==> src/rtl/pc_gen_pkg.sv <==
// Shared constants for the instruction-fetch program-counter generator:
// state encoding, default increment, reset vector and chip-enable levels.
package pc_gen_pkg;

  typedef enum logic {
    BOOT = 1'b0,
    RUN  = 1'b1
  } pc_state_e;

  localparam int          DEF_INST_BYTES = 4;
  localparam logic [31:0] DEF_RESET_VEC  = 32'h0000_0000;
  localparam logic        CE_ON          = 1'b1;
  localparam logic        CE_OFF         = 1'b0;

endpackage

==> src/rtl/pc_gen.sv <==
// Program-counter generator: sequential fetch, branch/flush redirect, stall and grant
// back-pressure, branch capture while held. Optional PC_MISALIGN_CHK_EN gates fetch on misaligned targets.
module pc_gen
  import pc_gen_pkg::*;
#(
  parameter int                ADDR_W     = 32,
  parameter int                INST_BYTES = DEF_INST_BYTES,
  parameter logic [ADDR_W-1:0] RESET_VEC  = ADDR_W'(DEF_RESET_VEC)
) (
  input  logic              clk,
  input  logic              rst,
  input  logic              stall_i,
  input  logic              flush_i,
  input  logic [ADDR_W-1:0] flush_pc_i,
  input  logic              br_valid_i,
  input  logic [ADDR_W-1:0] br_target_i,
  input  logic              imem_gnt_i,
  output logic [ADDR_W-1:0] pc_o,
  output logic              ce_o,
  output logic              br_pend_o,
  output logic              misalign_o
);

`ifdef PC_MISALIGN_CHK_EN
  localparam bit CHK_EN = 1'b1;
`else
  localparam bit CHK_EN = 1'b0;
`endif

  localparam logic [ADDR_W-1:0] ALIGN_MASK = ADDR_W'(INST_BYTES - 1);
  localparam logic [ADDR_W-1:0] PC_STEP    = ADDR_W'(INST_BYTES);

  function automatic logic target_misaligned(input logic [ADDR_W-1:0] addr);
    return CHK_EN && ((addr & ALIGN_MASK) != '0);
  endfunction

  pc_state_e         state_q, state_d;
  logic [ADDR_W-1:0] pc_q, pc_d;
  logic [ADDR_W-1:0] pend_pc_q, pend_pc_d;
  logic              ce_q, ce_d;
  logic              pend_q, pend_d;
  logic              mis_q, mis_d;
  logic              advance_s;

  assign advance_s = ce_q & imem_gnt_i & ~stall_i;

  // Next-state selection; redirects are prioritised flush > fresh branch > pending > increment.
  always_comb begin
    state_d   = state_q;
    pc_d      = pc_q;
    pend_pc_d = pend_pc_q;
    ce_d      = ce_q;
    pend_d    = pend_q;
    mis_d     = mis_q;
    case (state_q)
      BOOT: begin
        state_d = RUN;
        ce_d    = CE_ON;
      end
      RUN: begin
        if (flush_i) begin
          pc_d   = flush_pc_i;
          pend_d = 1'b0;
          mis_d  = target_misaligned(flush_pc_i);
          ce_d   = target_misaligned(flush_pc_i) ? CE_OFF : CE_ON;
        end else if (advance_s && br_valid_i) begin
          pc_d   = br_target_i;
          pend_d = 1'b0;
          mis_d  = target_misaligned(br_target_i);
          ce_d   = target_misaligned(br_target_i) ? CE_OFF : CE_ON;
        end else if (advance_s && pend_q) begin
          pc_d   = pend_pc_q;
          pend_d = 1'b0;
          mis_d  = target_misaligned(pend_pc_q);
          ce_d   = target_misaligned(pend_pc_q) ? CE_OFF : CE_ON;
        end else if (advance_s) begin
          pc_d = pc_q + PC_STEP;
        end else if (br_valid_i) begin
          pend_pc_d = br_target_i;
          pend_d    = 1'b1;
        end else begin
          pc_d = pc_q;
        end
      end
      default: begin
        state_d = BOOT;
        ce_d    = CE_OFF;
      end
    endcase
  end

  // State and output registers with synchronous reset.
  always_ff @(posedge clk) begin
    if (rst) begin
      state_q   <= BOOT;
      pc_q      <= RESET_VEC;
      pend_pc_q <= '0;
      ce_q      <= CE_OFF;
      pend_q    <= 1'b0;
      mis_q     <= 1'b0;
    end else begin
      state_q   <= state_d;
      pc_q      <= pc_d;
      pend_pc_q <= pend_pc_d;
      ce_q      <= ce_d;
      pend_q    <= pend_d;
      mis_q     <= mis_d;
    end
  end

  assign pc_o       = pc_q;
  assign ce_o       = ce_q;
  assign br_pend_o  = pend_q;
  assign misalign_o = mis_q;

endmodule

==> config.mk <==
export PLATFORM = sky130hd
export DESIGN_NAME = pc_gen
export DESIGN_NICKNAME = d
export VERILOG_FILES = /design/src/rtl/pc_gen_pkg.sv /design/src/rtl/pc_gen.sv
export SDC_FILE = /design/constraint.sdc
export NUM_CORES = 1
export LEC_CHECK = 0
export ABC_AREA = 1
export CAP_MARGIN = 10
export CORE_MARGIN = 3
export CORE_UTILIZATION = 50
export CTS_CLUSTER_DIAMETER = 100
export DETAILED_ROUTE_END_ITERATION = 7
export PLACE_DENSITY = 0.86
export SLEW_MARGIN = 20
export SYNTH_ARGS = -nofsm -noshare
export SYNTH_HDL_FRONTEND = slang
export SYNTH_SLANG_ARGS = --single-unit
==> constraint.sdc <==
create_clock -name clk -period 2.2 [get_ports clk]
set_clock_uncertainty 0.1 [all_clocks]
set_input_delay 0.22 -clock clk [delete_from_list [all_inputs] [get_ports clk]]
set_output_delay 0.22 -clock clk [all_outputs]
set_load 0.1 [all_outputs]
==> run summary <==
Final Wtd Congestion - 1.00
Initial antenna violation count - 0
Root Buffer - clkbuf_8
Htree depth - 3
Clk buf depth - 2
Yosys reg bits - 67
Residual DRC - 0
Endpoints failing setup - 0
Starting Density - 53.0%
TritonCTS Buffers - 9
Max_slew headroom - 61.4%
Area Growth Syn to Fin - 30.6%
Global-route usage over all layers - 28.8%
GRT overflow - 0
Pwr Density - 609 nW/um^2
Die Wd - 97.9 um
IO Pins - 105
CP required - 2320 ps
Flop pwr share - 40.3%
Syn avg cell area - 6.20 um^2
Max cap viols - 0
Hold buffer count at cts - 0
P_sw - 1130 uW
Worst-path maximum fanout - 6
Drt total wl - 13800 um
IO buf count - 103
Final Max Slew Viols - 0
Mapped cell area - 4220 um^2
DRT Pass-1 Iters - 5
Sequential cell area fraction in the yosys report - 31.8%
First-pass GRT wire length - 22700 um
Placed wire-length estimate - 10100 um
Syn. warnings - 0
Worst-Margin Slew - 578 ps
Cell variety after synth - 39
Routed wl met2 - 6150 um
Diode count - 0
Synth async-reset ratio - 0%
Total clock sinks - 67
First DRT Iteration DRCs - 376
Clock power frac - 34.8%
Max layer used - met4
Syn Nets - 752
RSZ-0062 raised after global routing - false
DR WL/cell - 15.7 um
Syn Inst Count - 681
HP Class - in2reg
CP startpoint kind - register
Setup Crit Path Kind - reg2reg
CP cell instances - ha_1 -> nand2_1 -> nor2_4 -> nand2_4 -> nor2_2 -> nand2_1 -> nand2_1 -> nand3_1 -> nand2_1 -> nand2_1 -> nand2_1 -> a21oi_1
Overall Power - 3360 uW
Core area - 7970 um^2
Hold Fails Final Rpt - 0
Pin count of the biggest net entering global routing - 42
Filler cells - 715
Met1 WL - 5950 um
Switching share of total power - 33.7%
Share of cells above drive strength 1 - 14.0%
Data arrival, critical path - 1980 ps
F_max - 539 MHz
Vias in the first global route - 4521
Crit-path slowest cell - dfxtp_2
Postcts setup bufs - 0
CTS tree - built
Vias per std cell - 5.63
Die area - 9580 um^2
Vias - 4953
Most used cell, CP - nand2_1
Nets - 845
Crit. End Element - register
Power share of the combinational group - 24.9%
Met3 wire len - 1330 um
Cell Int Power - 2220 uW
Most used DFF post-synth - dfxtp_1
Die outline height - 97.9 um
Antenna-violating nets left - 0
Worst-path clk slew - 80 ps
Setup TNS - 0 ps
Crit path largest cell delay - 400 ps
Tcrit/Tclk final - 84.4%
Post-synth EDFFs - 0
Leak Pwr - 0.00217 uW
Peak supply drop - 0.281 mV
Cell row count - 32
Status - complete, no violations
Clk Latency, worst-skew pair - 350 ps
Min Tclk post-route - 1860 ps
CTS resizes - 0
power groups by stage:
| stage | logic, uW | clock network [uW] | registers, uW |
|---|---|---|---|
| final | 836 | 1170 | 1350 |
| after global routing | 895 | 1220 | 1360 |
| after CTS | 831 | 1160 | 1350 |
| after detailed placement | 827 | 0 | 1380 |
| after global placement | 814 | 0 | 1370 |
| after floorplan | 292 | 0 | 1620 |
final timing paths:
| kind | startpoint | end | slack, ps | depth (start not counted) |
|---|---|---|---|---|
| worst max-delay path | pc_o[2] | pc_o[30] | 340 | 12 |
| worst min-delay path | flush_pc_i[0] | pc_o[0] | 340 | 3 |
| worst max register to register | pc_o[2] | pc_o[30] | 340 | 12 |
| worst min register to register | pend_pc_q[3] | pend_pc_q[3] | 350 | 2 |
cells by family (layout without fill, tap and decap cells):
family                   count (synthesis)  in the layout  synth area share (%)
AO/OA/AOI/OAI                          194            194                  24.6
XOR/XNOR                                 6              6                  1.24
adder cells (fa/ha/maj)                  1              1                 0.296
buffers and inverters                  107            204                  10.6
flip-flops                              67             67                  31.8
other                                    1              1                0.0888
AND/OR/NAND/NOR                        305            305                  31.4
synth_stat cells (2+ instances only):
| cell type | count | area, um^2 |
|---|---|---|
| nand2_2 | 6 | 37.5 |
| buf_4 | 4 | 30.0 |
| buf_2 | 11 | 55.1 |
| o211ai_1 | 6 | 45.0 |
| nor2_1 | 75 | 282 |
| a21oi_2 | 5 | 43.8 |
| dfxtp_1 | 67 | 1340 |
| nand3_1 | 37 | 185 |
| inv_1 | 65 | 244 |
| xor2_1 | 2 | 17.5 |
| a41oi_1 | 2 | 17.5 |
| buf_6 | 2 | 22.5 |
| inv_2 | 3 | 11.3 |
| xnor2_1 | 4 | 35.0 |
| nand3b_1 | 3 | 22.5 |
| nor2_4 | 6 | 67.6 |
| nand2_1 | 163 | 612 |
| nor2_2 | 7 | 43.8 |
| clkbuf_1 | 20 | 75.1 |
| a21oi_1 | 112 | 561 |
| o21ai_0 | 59 | 295 |
| a21o_1 | 4 | 30.0 |
| and2_1 | 2 | 12.5 |
layout make-up:
class                           count  area (um^2)  area share (%)
Clock buffer                       10          138            2.50
Timing Repair Buffer              120         1110            20.2
Sequential cell                    67         1350            24.5
Tap cell                          102          128            2.32
Inverter                           69          262            4.74
Clock inverter                      5         77.6            1.41
Multi-Input combinational cell    507         2440            44.3
flip-flops by register name, summed over array words and instances (netlist names):
name and cells:
pc_o 32, pend_pc_q 32, br_pend_o 1, ce_o 1, state_q 1
per-stage QoR:
stage | cell area, um^2 | utilization, % | setup WS [ps] | hold WS [ps] | instances
floorplan | 4230 | - | 18.4 | 283 | 681
global placement | 5300 | 66.5 | 169 | 331 | 865
detailed placement | 5300 | 66.5 | 128 | 343 | 865
CTS | 5510 | 69.2 | 359 | 338 | 880
global route | 5510 | 69.2 | 129 | 369 | 880
finish | 5510 | 69.2 | 343 | 343 | 880
worst max-delay path: cells and delay by family, from the launching register on:
kind / cells / cell delay [ps]
compound gates: 1 / 60
simple gates: 10 / 950
fa+ha+maj: 1 / 210
flops: 1 / 400
cells in the final DEF, fill, tap and decap left out, types with 2 or more instances in the layout:
cell type        netlist  layout
nand2_1              163     163
inv_2                  3       3
a21oi_2                5       5
nand3b_1               3       3
nor2_4                 6       6
inv_1                 65      65
clkinv_2               0       2
buf_4                  4      48
and2_1                 2       2
o211ai_1               6       6
o21ai_0               59      59
xnor2_1                4       4
clkdlybuf4s50_1        0      69
bufinv_16              0       2
a41oi_1                2       2
nor2_2                 7       7
buf_12                 0       3
clkbuf_8               0      10
a21oi_1              112     112
dfxtp_1               67      58
xor2_1                 2       2
a21o_1                 4       4
nand3_1               37      37
dfxtp_2                0       9
nand2_2                6       6
nor2_1                75      75
routing by layer:
layer | GRT usage, % | vias up
met1 | 40.4 | 2245
met4 | 10.8 | 0
met5 | 0 | -
met2 | 43.7 | 270
li1 | - | 2398
met3 | 5.93 | 40
(Power assumes the default switching activity.)
